<file path="config.mk">
export PLATFORM = sky130hd
export DESIGN_NAME = alien_shots_block
export DESIGN_NICKNAME = d
export VERILOG_FILES = /design/src/rtl/space_inv_pkg.sv /design/src/rtl/alien_shot_slot.sv /design/src/rtl/alien_shots_block.sv
export SDC_FILE = /design/constraint.sdc
export NUM_CORES = 1
export LEC_CHECK = 0
export CAP_MARGIN = 15
export CORE_MARGIN = 8
export CORE_UTILIZATION = 65
export CTS_BUF_LIST = sky130_fd_sc_hd__clkbuf_4 sky130_fd_sc_hd__clkbuf_8
export CTS_CLUSTER_SIZE = 28
export DETAILED_ROUTE_END_ITERATION = 16
export PLACE_DENSITY = 0.94
export SYNTH_ARGS = -nofsm -noshare
export SYNTH_HDL_FRONTEND = slang
export SYNTH_HIERARCHICAL = 1
export SYNTH_SLANG_ARGS = --single-unit
</file>
<file path="constraint.sdc">
create_clock -name clk -period 5 [get_ports clk]
set_input_delay 1.5 -clock clk [delete_from_list [all_inputs] [get_ports clk]]
set_output_delay 1.5 -clock clk [all_outputs]
set_load 0.01 [all_outputs]
</file>
<file path="src/rtl/space_inv_pkg.sv">
// Shared constants and types for the space-invaders shot layers.
// Contents:
//   SHOT_W, SHOT_H     bomb sprite box in pixels
//   SHOT_COLOUR        bomb RGB332 colour
//   SHOT_AIM_OFS       aim point offset from the player's left edge
//   SCREEN_W           visible screen width
//   shot_state_t       per-slot state (free / falling)
//   lfsr_next()        one step of the x^8+x^6+x^5+x^4+1 Fibonacci LFSR
package space_inv_pkg;

  localparam int unsigned SHOT_W       = 2;
  localparam int unsigned SHOT_H       = 16;
  localparam logic [7:0]  SHOT_COLOUR  = 8'hFC;
  localparam int unsigned SHOT_AIM_OFS = 15;
  localparam int unsigned SCREEN_W     = 640;

  typedef enum logic {
    SHOT_FREE,
    SHOT_FALLING
  } shot_state_t;

  function automatic logic [7:0] lfsr_next(input logic [7:0] v);
    return {v[6:0], v[7] ^ v[5] ^ v[4] ^ v[3]};
  endfunction

endpackage

</file>
<file path="src/rtl/alien_shot_slot.sv">
// One alien bomb slot: state, position, per-frame fall, optional aim and the
// pixel box hit test.
// Optional feature macro: ALIEN_SHOT_AIM_EN (bomb X steps toward the player).
// Ports:
//   clk, resetN        clock, asynchronous active-low reset
//   clear              free the slot (game not running)
//   launch             load launchX/launchY and start falling (only when free)
//   move               frame tick: fall by SHOT_SPEED, retire at BOTTOM_Y
//   kill               collision kill; wins over move
//   launchX, launchY   launch position
//   aimX               player left X (aim feature only)
//   pixelX, pixelY     current VGA pixel
//   alive              slot is falling
//   hit                slot is alive and the pixel is inside its box
module alien_shot_slot
  import space_inv_pkg::*;
#(
  parameter int unsigned SHOT_SPEED = 4,
  parameter int unsigned BOTTOM_Y   = 464
) (
  input  logic        clk,
  input  logic        resetN,
  input  logic        clear,
  input  logic        launch,
  input  logic        move,
  input  logic        kill,
  input  logic [10:0] launchX,
  input  logic [10:0] launchY,
  input  logic [10:0] aimX,
  input  logic [10:0] pixelX,
  input  logic [10:0] pixelY,
  output logic        alive,
  output logic        hit
);

  shot_state_t state, state_n;
  logic [10:0] x, x_n, y, y_n;
  logic [11:0] y_step;
  logic [10:0] x_aim;

`ifdef ALIEN_SHOT_AIM_EN
  localparam logic [11:0] X_MAX = 12'(SCREEN_W - 1 - SHOT_W);
  logic [11:0] target;
  logic [11:0] x_ext;

  always_comb begin
    target = {1'b0, aimX} + 12'(SHOT_AIM_OFS);
    x_ext  = {1'b0, x};
    if (target > x_ext) begin
      x_ext = x_ext + 12'd1;
    end else if (target < x_ext) begin
      x_ext = x_ext - 12'd1;
    end
    if (x_ext > X_MAX) begin
      x_ext = X_MAX;
    end
    x_aim = x_ext[10:0];
  end
`else
  logic unused_aim;
  assign unused_aim = ^aimX;
  assign x_aim      = x;
`endif

  // 12-bit sum so a bomb near the bottom of the 11-bit range cannot wrap
  assign y_step = {1'b0, y} + 12'(SHOT_SPEED);

  always_comb begin
    state_n = state;
    x_n     = x;
    y_n     = y;
    if (clear) begin
      state_n = SHOT_FREE;
      x_n     = '0;
      y_n     = '0;
    end else begin
      case (state)
        SHOT_FREE: begin
          if (launch) begin
            state_n = SHOT_FALLING;
            x_n     = launchX;
            y_n     = launchY;
          end
        end
        SHOT_FALLING: begin
          if (kill) begin
            state_n = SHOT_FREE;
          end else if (move) begin
            if (y_step >= 12'(BOTTOM_Y)) begin
              state_n = SHOT_FREE;
            end else begin
              y_n = y_step[10:0];
              x_n = x_aim;
            end
          end
        end
        default: state_n = SHOT_FREE;
      endcase
    end
  end

  always_ff @(posedge clk or negedge resetN) begin
    if (!resetN) begin
      state <= SHOT_FREE;
      x     <= '0;
      y     <= '0;
    end else begin
      state <= state_n;
      x     <= x_n;
      y     <= y_n;
    end
  end

  assign alive = (state == SHOT_FALLING);

  assign hit = alive
            && ({1'b0, pixelX} >= {1'b0, x})
            && ({1'b0, pixelX} <  ({1'b0, x} + 12'(SHOT_W)))
            && ({1'b0, pixelY} >= {1'b0, y})
            && ({1'b0, pixelY} <  ({1'b0, y} + 12'(SHOT_H)));

endmodule

</file>
<file path="src/rtl/alien_shots_block.sv">
// Alien bomb layer: launches bombs from the selected alien, moves them down
// once per frame, retires them at the bottom or on collision, and draws them.
// Optional feature macro: ALIEN_SHOT_AIM_EN (bombs drift toward the player).
// Ports:
//   clk, resetN               clock, asynchronous active-low reset
//   pixelX, pixelY            current VGA pixel
//   startOfFrame              one-cycle frame pulse
//   shooterX/Y, shooterValid  launch position from the alien matrix
//   playerXPosition           player left X (aim feature only)
//   shotCollision             drawn bomb pixel overlaps player/shield
//   standBy, gameEnded        pause / game over (freeze and clear)
//   alienShotRGB, alienShotDR registered colour and draw request
//   shotsAlive                per-slot alive flags
//   newAlienFire              one-cycle pulse per launch
module alien_shots_block
  import space_inv_pkg::*;
#(
  parameter int unsigned NUM_SHOTS   = 3,
  parameter int unsigned SHOT_SPEED  = 4,
  parameter int unsigned BOTTOM_Y    = 464,
  parameter int unsigned FIRE_PERIOD = 40,
  parameter logic [7:0]  JITTER_MASK = 8'h1F
) (
  input  logic                 clk,
  input  logic                 resetN,
  input  logic [10:0]          pixelX,
  input  logic [10:0]          pixelY,
  input  logic                 startOfFrame,
  input  logic [10:0]          shooterX,
  input  logic [10:0]          shooterY,
  input  logic                 shooterValid,
  input  logic [10:0]          playerXPosition,
  input  logic                 shotCollision,
  input  logic                 standBy,
  input  logic                 gameEnded,
  output logic [7:0]           alienShotRGB,
  output logic                 alienShotDR,
  output logic [NUM_SHOTS-1:0] shotsAlive,
  output logic                 newAlienFire
);

  localparam int unsigned CD_W = 12;

  logic                 play_game;
  logic                 fire_now;
  logic                 any_free;
  logic [NUM_SHOTS-1:0] alive, hit_vec, hit_q, kill_vec, launch_vec;
  logic [CD_W-1:0]      cooldown;
  logic [7:0]           lfsr;

  assign play_game = ~(standBy | gameEnded);

  // Lowest-index free slot; alive is the pre-move state so a slot retiring
  // this frame is not reused until the next one.
  always_comb begin
    launch_vec = '0;
    any_free   = 1'b0;
    for (int unsigned i = 0; i < NUM_SHOTS; i++) begin
      if (!alive[i] && !any_free) begin
        launch_vec[i] = 1'b1;
        any_free      = 1'b1;
      end
    end
  end

  assign fire_now = startOfFrame & play_game & (cooldown == '0) & shooterValid & any_free;

  // Collision is aligned with the registered draw request, so kill exactly
  // the slots that produced it.
  assign kill_vec = hit_q & {NUM_SHOTS{shotCollision}};

  for (genvar g = 0; g < NUM_SHOTS; g++) begin : g_slot
    alien_shot_slot #(
      .SHOT_SPEED (SHOT_SPEED),
      .BOTTOM_Y   (BOTTOM_Y)
    ) u_slot (
      .clk     (clk),
      .resetN  (resetN),
      .clear   (~play_game),
      .launch  (fire_now & launch_vec[g]),
      .move    (startOfFrame & play_game),
      .kill    (kill_vec[g]),
      .launchX (shooterX),
      .launchY (shooterY),
      .aimX    (playerXPosition),
      .pixelX  (pixelX),
      .pixelY  (pixelY),
      .alive   (alive[g]),
      .hit     (hit_vec[g])
    );
  end

  always_ff @(posedge clk or negedge resetN) begin
    if (!resetN) begin
      cooldown     <= CD_W'(FIRE_PERIOD);
      lfsr         <= 8'hA5;
      hit_q        <= '0;
      alienShotRGB <= '0;
      newAlienFire <= 1'b0;
    end else begin
      hit_q        <= hit_vec;
      alienShotRGB <= (|hit_vec) ? SHOT_COLOUR : 8'h00;
      newAlienFire <= fire_now;
      if (startOfFrame) begin
        lfsr <= lfsr_next(lfsr);
      end
      if (!play_game) begin
        cooldown <= CD_W'(FIRE_PERIOD);
      end else if (startOfFrame) begin
        if (cooldown != '0) begin
          cooldown <= cooldown - 1'b1;
        end else if (fire_now) begin
          cooldown <= CD_W'(FIRE_PERIOD) + CD_W'(lfsr & JITTER_MASK);
        end
      end
    end
  end

  assign alienShotDR = |hit_q;
  assign shotsAlive  = alive;

endmodule
</file>
# == Word level (Yosys, flattened, before mapping) ==
# Cells that the tools add are included.
# W data, S select, Z words.
# totals
register_bits,101
input_bits,62
out_inout_bits,13
elab_cells,156
# classes
n_addsub,11
magnitude_cmp,15
eq_ne,15
muxes,55
n_bitwise,16
n_reduce_logical,30
# op_table
op,n
$mux W11,24
$lt A11 B12 Y1,6
$ge A11 B11 Y1,6
$pmux W11 S2,3
$mux W12,4
$add A11 B2 Y12 const B,3
$add A11 B3 Y12 const B,3
$add A11 B5 Y12 const B,3
$ge A12 B9 Y1 const B,3
$mux W1,20
$ne A3 B3 Y1 const B,6
$logic_and A1 B1 Y1,14
$logic_not A12 Y1,1
$ne A3 B2 Y1 const B,4
$reduce_and A4 Y1,3
$reduce_bool A12 Y1,1
$sub A12 B1 Y12 const B,1
$mux W8,1
$reduce_and A2 Y1,4
$add A6 B5 Y7 const A,1
$and A1 B1 Y1,7
$ne A3 B1 Y1 const B,2
$pmux W1 S2,3
$reduce_or A3 Y1,2
9 further kinds,17

# == Depth between registers and ports, before layout ==
# Gate-level depths: netlist of the first run.
# logic_depth
word_depth,11
mapped_depth,14
mapped_depth_nobuf,13

# == Modules after synthesis ==
# Netlist of the first run, hierarchy kept.
# modules_own_cells
mod,n_inst,cells_per_inst,area_per_inst_um2,seq_area_each_um2
alien_shot_slot at g_slot[0].u_slot ...,2,292,2373.5,575.6
alien_shot_slot at g_slot[2].u_slot,1,302,2471.1,575.6
alien_shots_block,1,147,1438.9,633.1

# == Worst setup path after synthesis of the first run ==
# OpenSTA, ideal clock, no wires.
# synth_path
path_kind,input -> register
start,input port gameEnded
end,register g_slot[1].u_slot.y[4]
setup_ns,0.095
t_arrival_ns,3.260
required_time_ns,4.905
slack_ns,1.645
path_stages,11
path_buffers,1
cell_sequence,nor2_1 nand2_1 inv_2 nand3_1 nor3b_1 nor2b_1 buf_6 a21oi_1 a21oi_1 a21oi_1 o31ai_1
# synth_between
elab_chain_cells,9
elab_cells_between_ends,13
classes_between,eq/ne: 4; mux: 1; bitwise: 7; reduce/logical: 1
# synth_rtl
element,line_no,text
"start, declared",alien_shots_block.sv:35,"input logic gameEnded,"
$or A1 B1 Y1 *,alien_shots_block.sv:51,assign play_game = ~(standBy | gameEnded);
$not A1 Y1,alien_shots_block.sv:51,
$and A1 B1 Y1,"alien_shots_block.sv:66, alien_shots_block.sv:81",
$and A1 B1 Y1 (3 in a row),alien_shots_block.sv:66,assign fire_now = startOfFrame & play_game & (cooldown == '0) & shooterValid & any_free;
$and A1 B1 Y1,alien_shots_block.sv:80,".launch (fire_now & launch_vec[g]),"
$ne A3 B2 Y1 (no line),--,
$reduce_and A4 Y1 (no line),--,
"end signal, assigned",alien_shot_slot.sv:110,y <= y_n;
"end, declared",alien_shot_slot.sv:37,"logic [10:0] x, x_n, y, y_n;"
# Every way passes the cells marked *; elsewhere a longest branch is shown, timed or not.
# A chain may end at the register's enable or synchronous reset.

# == Worst setup path in the final report of the first run ==
# layout_path
start,input port pixelY[1]
end,register alienShotRGB[6]
# layout_between
elab_chain_cells,5
elab_cells_between_ends,14
classes_between,order compare: 6; mux: 1; reduce/logical: 7
# layout_rtl
element,line_no,text
"start, declared",alien_shots_block.sv:27,"input logic [10:0] pixelY,"
$ge A11 B11 Y1,alien_shot_slot.sv:119,"&& ({1'b0, pixelY} >= {1'b0, y})"
$logic_and A1 B1 Y1,alien_shot_slot.sv:119,
$logic_and A1 B1 Y1 *,alien_shot_slot.sv:120,"&& ({1'b0, pixelY} < ({1'b0, y} + 12'(SHOT_H)));"
named net hit_vec[1],alien_shots_block.sv:47,"logic [NUM_SHOTS-1:0] alive, hit_vec, hit_q, kill_vec, launch_vec;"
$reduce_or A3 Y1 *,alien_shots_block.sv:102,alienShotRGB <= (|hit_vec) ? SHOT_COLOUR : 8'h00;
$mux W8 *,alien_shots_block.sv:102,
"end signal, assigned",alien_shots_block.sv:102,
"end, declared",alien_shots_block.sv:36,"output logic [7:0] alienShotRGB,"
# Mark *: on every way through the listed nets, which the timed path passes. The rest lies on a longest branch.

==> impl_metrics.env, run 1 <==
export IMPL_synth_largest_area_cell="dfrtp_1"
export IMPL_power_density_mw_per_mm2=185
export IMPL_dr_pass1_iters=6
export IMPL_antennaDiodeCount=0
export IMPL_crit_fanout=3
export IMPL_die_h_um=131
export IMPL_drive_above_1_share_pct=5.18
export IMPL_post_route_period_util_pct=79.6
export IMPL_cts_resized=0
export IMPL_cts_buffers=9
export IMPL_fp_dieW_um=131
export IMPL_internal_power_mw=1.20
export IMPL_crit_required_ns=5.26
export IMPL_ant_nets=0
export IMPL_wire_per_inst_um=18.9
export IMPL_cp_num_buf_inv=2
export IMPL_grt_use_met3_pct=5.87
export IMPL_finalSetupTns_ns=0
export IMPL_synthSimpleGateAreaFrac_pct=19.4
export IMPL_max_slew_margin_rel_pct=35.2
export IMPL_run_status="finished clean"
export IMPL_cpPeakStageDelay_ns=0.60
export IMPL_grtUsageMet2_pct=43.9
export IMPL_synth_area_mm2=0.00866
export IMPL_worstSetupStartpoint="pixelY[1]"
export IMPL_grt_antenna_before_repair=0
export IMPL_critPathSlowestCell="a2111oi_0"
export IMPL_end_kind="flop"
export IMPL_synth_distinct_cells=79
export IMPL_synthToLayoutAreaGrowth_pct=9.81
export IMPL_synth_area_leaders="dfrtp_1 (25%), ha_1 (19%), nand2_1 (5.9%)"
export IMPL_netlist_area_leader_share_pct=25.4
export IMPL_dieArea_mm2=0.0173
export IMPL_htree_levels=3
export IMPL_nets=1267
export IMPL_setup_violations=0
export IMPL_cts_clk_slew_worst_paths_ns=0.09
export IMPL_worstHoldStart="lfsr[6]$_DFFE_PN0P_"
export IMPL_clock_latency_ns=0.38
export IMPL_first_global_vias=8142
export IMPL_mostFrequentLayoutCell="nand2_1"
export IMPL_synth_xor_area_share_pct=4.45
export IMPL_hold_viol_final=0
export IMPL_layout_cells_non_filler=1257
export IMPL_arrival_ns=4.24
export IMPL_combPwrFrac_pct=23.0
export IMPL_synth_ff_type="dfrtp_1"
export IMPL_switchingPower_mw=0.565
export IMPL_rsz0062_at_grt="false"
export IMPL_worst_ir_drop_vdd_mv=0.230
export IMPL_use_met1_pct=33.0
export IMPL_crit_family="compound AO/OA/AOI/OAI gates"
export IMPL_row_count=42
export IMPL_yosysWarnings=6
export IMPL_synth_compound_area_share_pct=21.5
export IMPL_multi_input_area_mm2=0.00571
export IMPL_via_per_inst=6.55
export IMPL_maxSlewViolCount=0
export IMPL_syn_inst=1033
export IMPL_power_leakage_nw=3.69
export IMPL_synth_top_family_by_area="compound AO/OA/AOI/OAI gates"
export IMPL_io_buffers=61
export IMPL_grt_overflow_total=0
export IMPL_hold_class="flop to flop"
export IMPL_regArea_mm2=0.00236
export IMPL_grt_max_degree=75
export IMPL_r2r_start="cooldown[0]$_DFFE_PN0P_"
export IMPL_switching_share_pct=32.1
export IMPL_drc=0
export IMPL_top_usage_layer="met2"
export IMPL_period_needed_ns=3.98
export IMPL_cts_hold_buf=0
export IMPL_tightest_slew_ns=0.972
export IMPL_nFillCells=927
export IMPL_placedCellCount=1241
export IMPL_path_cells="clkdlybuf4s50_1, ha_1, nor2b_1, o21a_1, o21ai_0, a21oi_1, a2111oi_0, buf_4, nor4_1, or3_1"
export IMPL_synth_mux_area_share_pct=1.99
export IMPL_seqPwrFrac_pct=49.3
export IMPL_tritoncts="done"
export IMPL_layout_common_cells="nand2_1 (136), ha_1 (129), a21oi_1 (93)"
export IMPL_root_buffer="clkbuf_8"
export IMPL_io_pins=75
export IMPL_fin_skew_ns=0.00842
export IMPL_max_freq_mhz=251
export IMPL_synth_seq_cells=94
export IMPL_synth_fa_ha_area_share_pct=18.6
export IMPL_drt_iter0_markers=957
export IMPL_cp_start_kind="input pin"
export IMPL_synth_edf_count=0
export IMPL_via_count=8239
export IMPL_post_cts_setup_buffer_count=0
export IMPL_globalplace_congestion=0.950
export IMPL_critPathKind="input pin to flop"
export IMPL_grt_pass1_wl_mm=38.7
export IMPL_clock_sinks=94
export IMPL_drv_cap=0
export IMPL_core_area_mm2=0.0131
export IMPL_yosysSeqAreaShare_pct=27.3
export IMPL_cts_buffer_depth=2
export IMPL_initial_utilization_pct=65.9
export IMPL_detail_route_wirelength_mm=23.8
export IMPL_post_dp_hpwl_mm=18.2
export IMPL_clkPwrFrac_pct=27.7
export IMPL_grt_use_total_pct=27.0
export IMPL_synthArstFlopShare_pct=100
export IMPL_syn_avg_cell_area_um2=8.38
-- layout make-up --
cell class              instances  area share [%]
multi-input cells             809            60.1
flip-flops and latches         94            24.8
repair buffers                 73            7.34
inverters                      89            3.51
well taps                     176            2.32
clock buffers                  10            1.45
clock inverters                 6           0.447
-- metrics by stage --
step	hold WS, ns	util [%]	total power [mW]	area, um2	worst slack, ns
2_1_floorplan	0.454	-	1.11	8660	1.64
3_3_place_gp	0.464	71.0	1.25	9330	0.862
3_5_place_dp	0.480	71.0	1.27	9330	0.690
4_1_cts	0.501	72.4	1.76	9510	1.08
5_1_grt	0.509	72.4	1.84	9510	0.881
6_report	0.497	72.4	1.76	9510	1.02
-- cells by family after synthesis --
logic type                 after synthesis
other                                    1
DFF                                     94
AOI/OAI and AO/OA                      275
adders and majority gates              129
xor gates and xnor gates                44
buffers and inverters                  131
muxes                                   16
and+or+nand+nor                        343
-- power groups by stage --
stage	logic [mW]	clock network (mW)	registers, mW
final	0.405	0.489	0.868
after global routing	0.444	0.522	0.875
after CTS	0.398	0.499	0.867
after detailed placement	0.393	0	0.882
after global placement	0.374	0	0.878
after floorplan	0.248	0	0.864
-- per-layer routing --
layer	up-vias	routed length, um
met5	-	0
met4	0	965
met3	91	2600
met2	445	10900
met1	3887	9310
li1	3816	-
-- registers in the layout (all words and copies together) (netlist names) --
| signal | flops |
|---|---|
| hit_q | 3 |
| alienShotRGB | 1 |
| newAlienFire | 1 |
| g_slot.u_slot/x | 33 |
| g_slot.u_slot/y | 33 |
| g_slot.u_slot/alive | 3 |
| cooldown | 12 |
| lfsr | 8 |
-- worst paths after layout --
check,endpoint,slack [ns],cells past startpoint
max reg2reg,g_slot[2].u_slot/y[4]$_DFFE_PN0P_,1.54,11
min in group asynchronous,lfsr[4]$_DFFE_PN0P_,1.26,1
max in group asynchronous,g_slot[1].u_slot/x[6]$_DFFE_PN0P_,2.90,2
min reg2reg,lfsr[7]$_DFFE_PN1P_,0.50,1
min,lfsr[7]$_DFFE_PN1P_,0.50,1
max,alienShotRGB[6]$_DFF_PN0_,1.02,10
-- cell usage after synthesis (all sizes together), types with 3 or more instances --
master and instances:
a2111oi 4, a211oi 11, a21bo 3, a21o 31
a21oi 93, a221oi 6, a311oi 6, a31oi 7
and2 5, and3 8, and4 7, buf 22
clkbuf 20, dfrtp 88, dfstp 6, ha 129
inv 88, mux2 10, mux2i 6, nand2 137
nand2b 9, nand3 47, nand3b 3, nand4 15
nor2 50, nor2b 12, nor3 26, nor4 8
o2111ai 7, o211ai 11, o21a 11, o21ai 40
o221ai 5, o22ai 3, o31ai 8, o32ai 5
o41ai 3, or3 9, xnor2 44
-- worst reg2reg max path, cell delays in order (launching register included) --
cell and delay [ns]:
dfrtp_1 0.45, inv_1 0.11, ha_1 0.19, nor4b_4 0.28
and4b_1 0.62, nand3_1 0.24, nor3_1 0.52, nand2_1 0.16
nand2_1 0.16, o211ai_4 0.19, or3_1 0.39, o211ai_1 0.09
(Power assumes the default switching activity.)
==> run 2: changes to the inputs <==
CORE_UTILIZATION = 61   (was 65)
PLACE_DENSITY = 0.9   (was 0.94)
clock period = 3.9 ns   (was 5 ns; I/O delays follow)
==> run 2 against run 1 <==
Via count is essentially flat. Wire length is 0.16% higher. Sequential cell count is the same. Count of clock-buffer cells in the layout is 2 higher. Cell count rose by 1.4%. Clock skew rose by 0.0011 ns. First-iteration DRC count increased by 2.4%. Worst setup slack lost 0.58 ns. Clock power increased by 41%.
==> impl_metrics.env, run 2 (synthesis results as in run 1) <==
export IMPL_crit_fanout=3
export IMPL_globalplace_congestion=0.957
export IMPL_power_density_mw_per_mm2=242
export IMPL_period_needed_ns=3.46
export IMPL_r2r_start="cooldown[0]$_DFFE_PN0P_"
export IMPL_crit_family="compound AO/OA/AOI/OAI gates"
export IMPL_drt_iter0_markers=980
export IMPL_root_buffer="clkbuf_8"
export IMPL_nets=1280
export IMPL_grt_max_degree=55
export IMPL_seqPwrFrac_pct=47.6
export IMPL_p_total_mw=2.34
export IMPL_cpPeakStageDelay_ns=0.57
export IMPL_finalSetupTns_ns=0
export IMPL_tritoncts="done"
export IMPL_layout_common_cells="nand2_1 (136), ha_1 (129), a21oi_1 (93)"
export IMPL_path_cells="clkdlybuf4s50_1, ha_1, nor2b_1, o21a_1, o21ai_0, a21oi_1, a2111oi_0, buf_4, nor4_1, or3_1"
export IMPL_cts_buffer_depth=2
export IMPL_fin_skew_ns=0.00953
export IMPL_r2r_slack_ns=0.90
export IMPL_max_slew_margin_rel_pct=53.5
export IMPL_clock_latency_ns=0.39
export IMPL_wire_per_inst_um=18.7
export IMPL_hold_class="flop to flop"
export IMPL_combPwrFrac_pct=22.9
export IMPL_switching_share_pct=30.6
export IMPL_cts_hold_buf=0
export IMPL_clkPwrFrac_pct=29.5
export IMPL_run_status="finished clean"
export IMPL_max_freq_mhz=289
export IMPL_post_cts_setup_buffer_count=0
export IMPL_clock_sinks=94
export IMPL_initial_utilization_pct=62.4
export IMPL_rr_worst_depth=11
export IMPL_drv_cap=0
export IMPL_dieArea_mm2=0.0183
export IMPL_placedCellCount=1258
export IMPL_hold_viol_final=0
export IMPL_via_per_inst=6.47
export IMPL_dr_pass1_iters=7
export IMPL_switchingPower_mw=0.715
export IMPL_grt_antenna_before_repair=0
export IMPL_cts_clk_slew_worst_paths_ns=0.10
export IMPL_io_buffers=61
export IMPL_holdPathStages=1
export IMPL_antennaDiodeCount=0
export IMPL_core_area_mm2=0.0139
export IMPL_tightest_slew_ns=0.697
export IMPL_synthToLayoutAreaGrowth_pct=11.4
export IMPL_grt_pass1_wl_mm=39.2
export IMPL_reg_top3="g_slot.u_slot/x x33, g_slot.u_slot/y x33, cooldown x12"
export IMPL_cts_resized=0
export IMPL_first_global_vias=7951
export IMPL_drive_above_1_share_pct=6.31
export IMPL_ant_nets=0
export IMPL_power_leakage_nw=3.77
export IMPL_htree_levels=3
export IMPL_mostFrequentLayoutCell="nand2_1"
export IMPL_drc=0
export IMPL_die_h_um=135
export IMPL_post_dp_hpwl_mm=18.4
export IMPL_worst_ir_drop_vdd_mv=0.206
export IMPL_grt_overflow_total=0
export IMPL_worst_hold_slack_ns=0.503
export IMPL_maxSlewViolCount=0
export IMPL_critPathKind="input pin to flop"
export IMPL_fp_dieW_um=135
export IMPL_rr_endpoint="g_slot[2].u_slot/y[4]$_DFFE_PN0P_"
export IMPL_worstHoldStart="lfsr[6]$_DFFE_PN0P_"
export IMPL_arrival_ns=3.74
export IMPL_crit_required_ns=4.18
export IMPL_via_count=8245
export IMPL_cp_num_buf_inv=2
export IMPL_layout_cells_non_filler=1274
export IMPL_min_to="lfsr[7]$_DFFE_PN1P_"
export IMPL_setup_violations=0
export IMPL_io_pins=75
export IMPL_grt_use_total_pct=26.7
export IMPL_row_count=43
export IMPL_internal_power_mw=1.62
export IMPL_critPathSlowestCell="clkdlybuf4s50_1"
export IMPL_rsz0062_at_grt="false"
export IMPL_post_route_period_util_pct=88.8
export IMPL_detail_route_wirelength_mm=23.8
export IMPL_end_kind="flop"
export IMPL_cp_start_kind="input pin"
export IMPL_cts_buffers=9
## run 2: final cells by class
type / instances / area, um2
Sequential cell: 94 / 2360
Tap cell: 180 / 225
Fill cell: 1037 / 4230
Inverter: 89 / 334
Timing Repair Buffer: 86 / 808
Multi-Input combinational cell: 809 / 5710
Clock inverter: 4 / 53.8
Clock buffer: 12 / 153
## run 2: per-stage QoR
stage	worst slack [ns]	area [um2]	utilization (%)
final	0.436	9650	69.5
after global routing	0.304	9650	69.5
after CTS	0.553	9650	69.5
after detailed placement	0.145	9440	68.0
after global placement	0.152	9440	68.0
after floorplan	0.875	8660	-
## run 2: worst max path at each step
stage,to,slack (ns),cells after the start,start
after floorplan,g_slot[1].u_slot/y[4]$_DFFE_PN0P_,0.87,11,gameEnded
final,alienShotRGB[6]$_DFF_PN0_,0.44,10,pixelY[1]
after global placement,alienShotRGB[6]$_DFF_PN0_,0.15,10,pixelY[1]
after detailed placement,alienShotRGB[6]$_DFF_PN0_,0.14,10,pixelY[1]
after global routing,alienShotRGB[6]$_DFF_PN0_,0.30,10,pixelY[7]
after CTS,alienShotRGB[6]$_DFF_PN0_,0.55,10,pixelY[1]
## run 2: worst reg2reg max path: stages, from the launching register on
cell      delay (ns)
dfrtp_1         0.44
inv_1           0.12
ha_1            0.19
nor4b_4         0.29
and4b_1         0.28
nand3_1         0.17
nor3_1          0.46
nand2_1         0.15
nand2_1         0.16
o211ai_4        0.19
or3_1           0.39
o211ai_1        0.09
## run 2: routing by layer
metal	GRT usage [%]	wire length, um	vias to the layer above
li1	-	-	3843
met1	34.2	9680	3913
met2	43.1	11100	409
met3	4.75	2200	80
met4	11.9	882	0
met5	0	0	-
## run 2: power groups by stage
stage	Clock (mW)	Combinational, mW	Sequential [mW]
floorplan	0	0.318	1.11
global placement	0	0.498	1.12
detailed placement	0	0.522	1.13
CTS	0.705	0.528	1.11
global route	0.747	0.595	1.12
finish	0.691	0.535	1.11
==> run 3: changes to the inputs <==
CORE_MARGIN = 10   (was 8)
==> run 3 against run 2 <==
Final area is 0.14% lower. Global-route usage is 3.2 points lower. Critical endpoint unchanged. Critical path depth is 1 lower. Highest routed layer unchanged. Sequential power hardly changed. Clock power hardly changed. Worst setup slack better by 0.064 ns. Sequential share of layout area hardly changed. Sequential cell count stayed put. Utilization is 0.099 points lower. Clock skew is 0.0054 ns higher.
==> impl_metrics.env, run 3 (synthesis results as in run 1) <==
export IMPL_dr_pass1_iters=5
export IMPL_dieArea_mm2=0.0194
export IMPL_finalSetupTns_ns=0
export IMPL_reg_top3="g_slot.u_slot/x x33, g_slot.u_slot/y x33, cooldown x12"
export IMPL_htree_levels=3
export IMPL_post_place_ws_ns=0.189
export IMPL_clock_latency_ns=0.38
export IMPL_cts_clk_slew_worst_paths_ns=0.10
export IMPL_worst_hold_slack_ns=0.509
export IMPL_wire_per_inst_um=18.5
export IMPL_power_leakage_nw=3.77
export IMPL_run_status="finished clean"
export IMPL_arrival_ns=3.67
export IMPL_crit_fanout=3
export IMPL_cts_buffers=9
export IMPL_cp_start_kind="input pin"
export IMPL_post_route_period_util_pct=87.2
export IMPL_fp_dieW_um=139
export IMPL_place_area_mm2=0.00943
export IMPL_clock_sinks=94
export IMPL_grt_pass1_wl_mm=38.1
export IMPL_max_slew_margin_rel_pct=51.1
export IMPL_initial_utilization_pct=62.4
export IMPL_hold_class="flop to flop"
export IMPL_io_pins=75
export IMPL_rsz0062_at_grt="false"
export IMPL_layout_common_cells="nand2_1 (136), ha_1 (129), a21oi_1 (93)"
export IMPL_drv_cap=0
export IMPL_core_area_mm2=0.0139
export IMPL_regArea_mm2=0.00236
export IMPL_cp_common_cell="nor4_1"
export IMPL_mostFrequentLayoutCell="nand2_1"
export IMPL_nets=1280
export IMPL_hold_viol_final=0
export IMPL_globalplace_congestion=0.938
export IMPL_multi_input_area_mm2=0.00571
export IMPL_critPathKind="input pin to flop"
export IMPL_grt_use_total_pct=23.5
export IMPL_power_density_mw_per_mm2=242
export IMPL_cts_resized=0
export IMPL_antennaDiodeCount=0
export IMPL_row_count=43
export IMPL_first_global_vias=7860
export IMPL_nFillCells=1066
export IMPL_drt_iter0_markers=731
export IMPL_drc=0
export IMPL_post_dp_hpwl_mm=18.7
export IMPL_tritoncts="done"
export IMPL_worst_ir_drop_vdd_mv=0.306
export IMPL_max_freq_mhz=294
export IMPL_tightest_slew_ns=0.734
export IMPL_post_route_util_pct=69.4
export IMPL_maxSlewViolCount=0
export IMPL_io_buffers=61
export IMPL_grt_overflow_total=0
export IMPL_crit_required_ns=4.17
export IMPL_fin_skew_ns=0.0149
export IMPL_cpPeakStageDelay_ns=0.59
export IMPL_path_cells="clkdlybuf4s50_1, ha_1, and4_1, nor4_1, a21oi_1, a2111oi_0, buf_4, nor4_1, or3_1"
export IMPL_layout_setup_ws_ns=0.501
export IMPL_synthToLayoutAreaGrowth_pct=11.3
export IMPL_die_h_um=139
export IMPL_grt_antenna_before_repair=0
export IMPL_via_count=8147
export IMPL_period_needed_ns=3.40
export IMPL_cts_hold_buf=0
export IMPL_design_area_mm2=0.00963
export IMPL_grt_max_degree=57
export IMPL_cts_buffer_depth=2
export IMPL_drive_above_1_share_pct=6.22
export IMPL_detail_route_wirelength_mm=23.6
export IMPL_root_buffer="clkbuf_8"
export IMPL_setup_violations=0
export IMPL_end_kind="flop"
export IMPL_via_per_inst=6.40
export IMPL_ant_nets=0
export IMPL_critPathSlowestCell="clkdlybuf4s50_1"
export IMPL_post_cts_setup_buffer_count=0
==> run 3: changes by cell type in the layout (fill, tap and decap cells not counted) <==
cell / change
buf_12: -1
clkinv_4: +2
clkbuf_4: -2
clkinvlp_4: -2
inv_8: +1
buf_4: +1
==> run 3: through the flow <==
| stage | cells | power [mW] |
|---|---|---|
| finish | 1273 | 2.33 |
| CTS | 1273 | 2.34 |
| floorplan | 1034 | 1.43 |
| detailed placement | 1258 | 1.65 |
| global placement | 1258 | 1.62 |
| global route | 1273 | 2.45 |
==> run 3: area by class of cell <==
type	count	share of cell area, %
Timing Repair Buffer	86	8.26
Clock inverter	5	0.701
Sequential cell	94	24.5
Clock buffer	10	1.43
Inverter	89	3.47
Multi-Input combinational cell	809	59.3
Tap cell	180	2.34
==> run 3: power breakdown <==
part	internal, mW	switching (mW)
Combinational	0.244	0.285
Clock	0.320	0.373
Sequential	1.05	0.0661
Total	1.61	0.724
==> run 3: worst max-delay path, delay by kind of cell <==
family          cells  cell delay (ns)
buf+inv             2             0.79
compound gates      2             0.53
simple gates        4             0.87
fa+ha+maj           1             0.30
==> run 3: worst paths after layout <==
| check | start | end | slack, ns | cells past startpoint |
|---|---|---|---|---|
| min | lfsr[6]$_DFFE_PN0P_ | lfsr[7]$_DFFE_PN1P_ | 0.51 | 1 |
| min in group asynchronous | resetN | g_slot[2].u_slot/x[1]$_DFFE_PN0P_ | 0.84 | 1 |
| max | pixelY[3] | alienShotRGB[6]$_DFF_PN0_ | 0.50 | 9 |
| max in group asynchronous | resetN | lfsr[7]$_DFFE_PN1P_ | 2.30 | 2 |
| min reg2reg | lfsr[6]$_DFFE_PN0P_ | lfsr[7]$_DFFE_PN1P_ | 0.51 | 1 |
| max reg2reg | cooldown[0]$_DFFE_PN0P_ | g_slot[1].u_slot/y[4]$_DFFE_PN0P_ | 0.73 | 13 |
==> run 3: per-layer routing <==
layer  wire length [um]  GRT usage, %  share of wire (%)
met1               9670          29.3                 41
met2              10900          38.7                 46
met3               2140          4.11                9.1
met4                809          10.3                3.4
met5                  0             0                  0
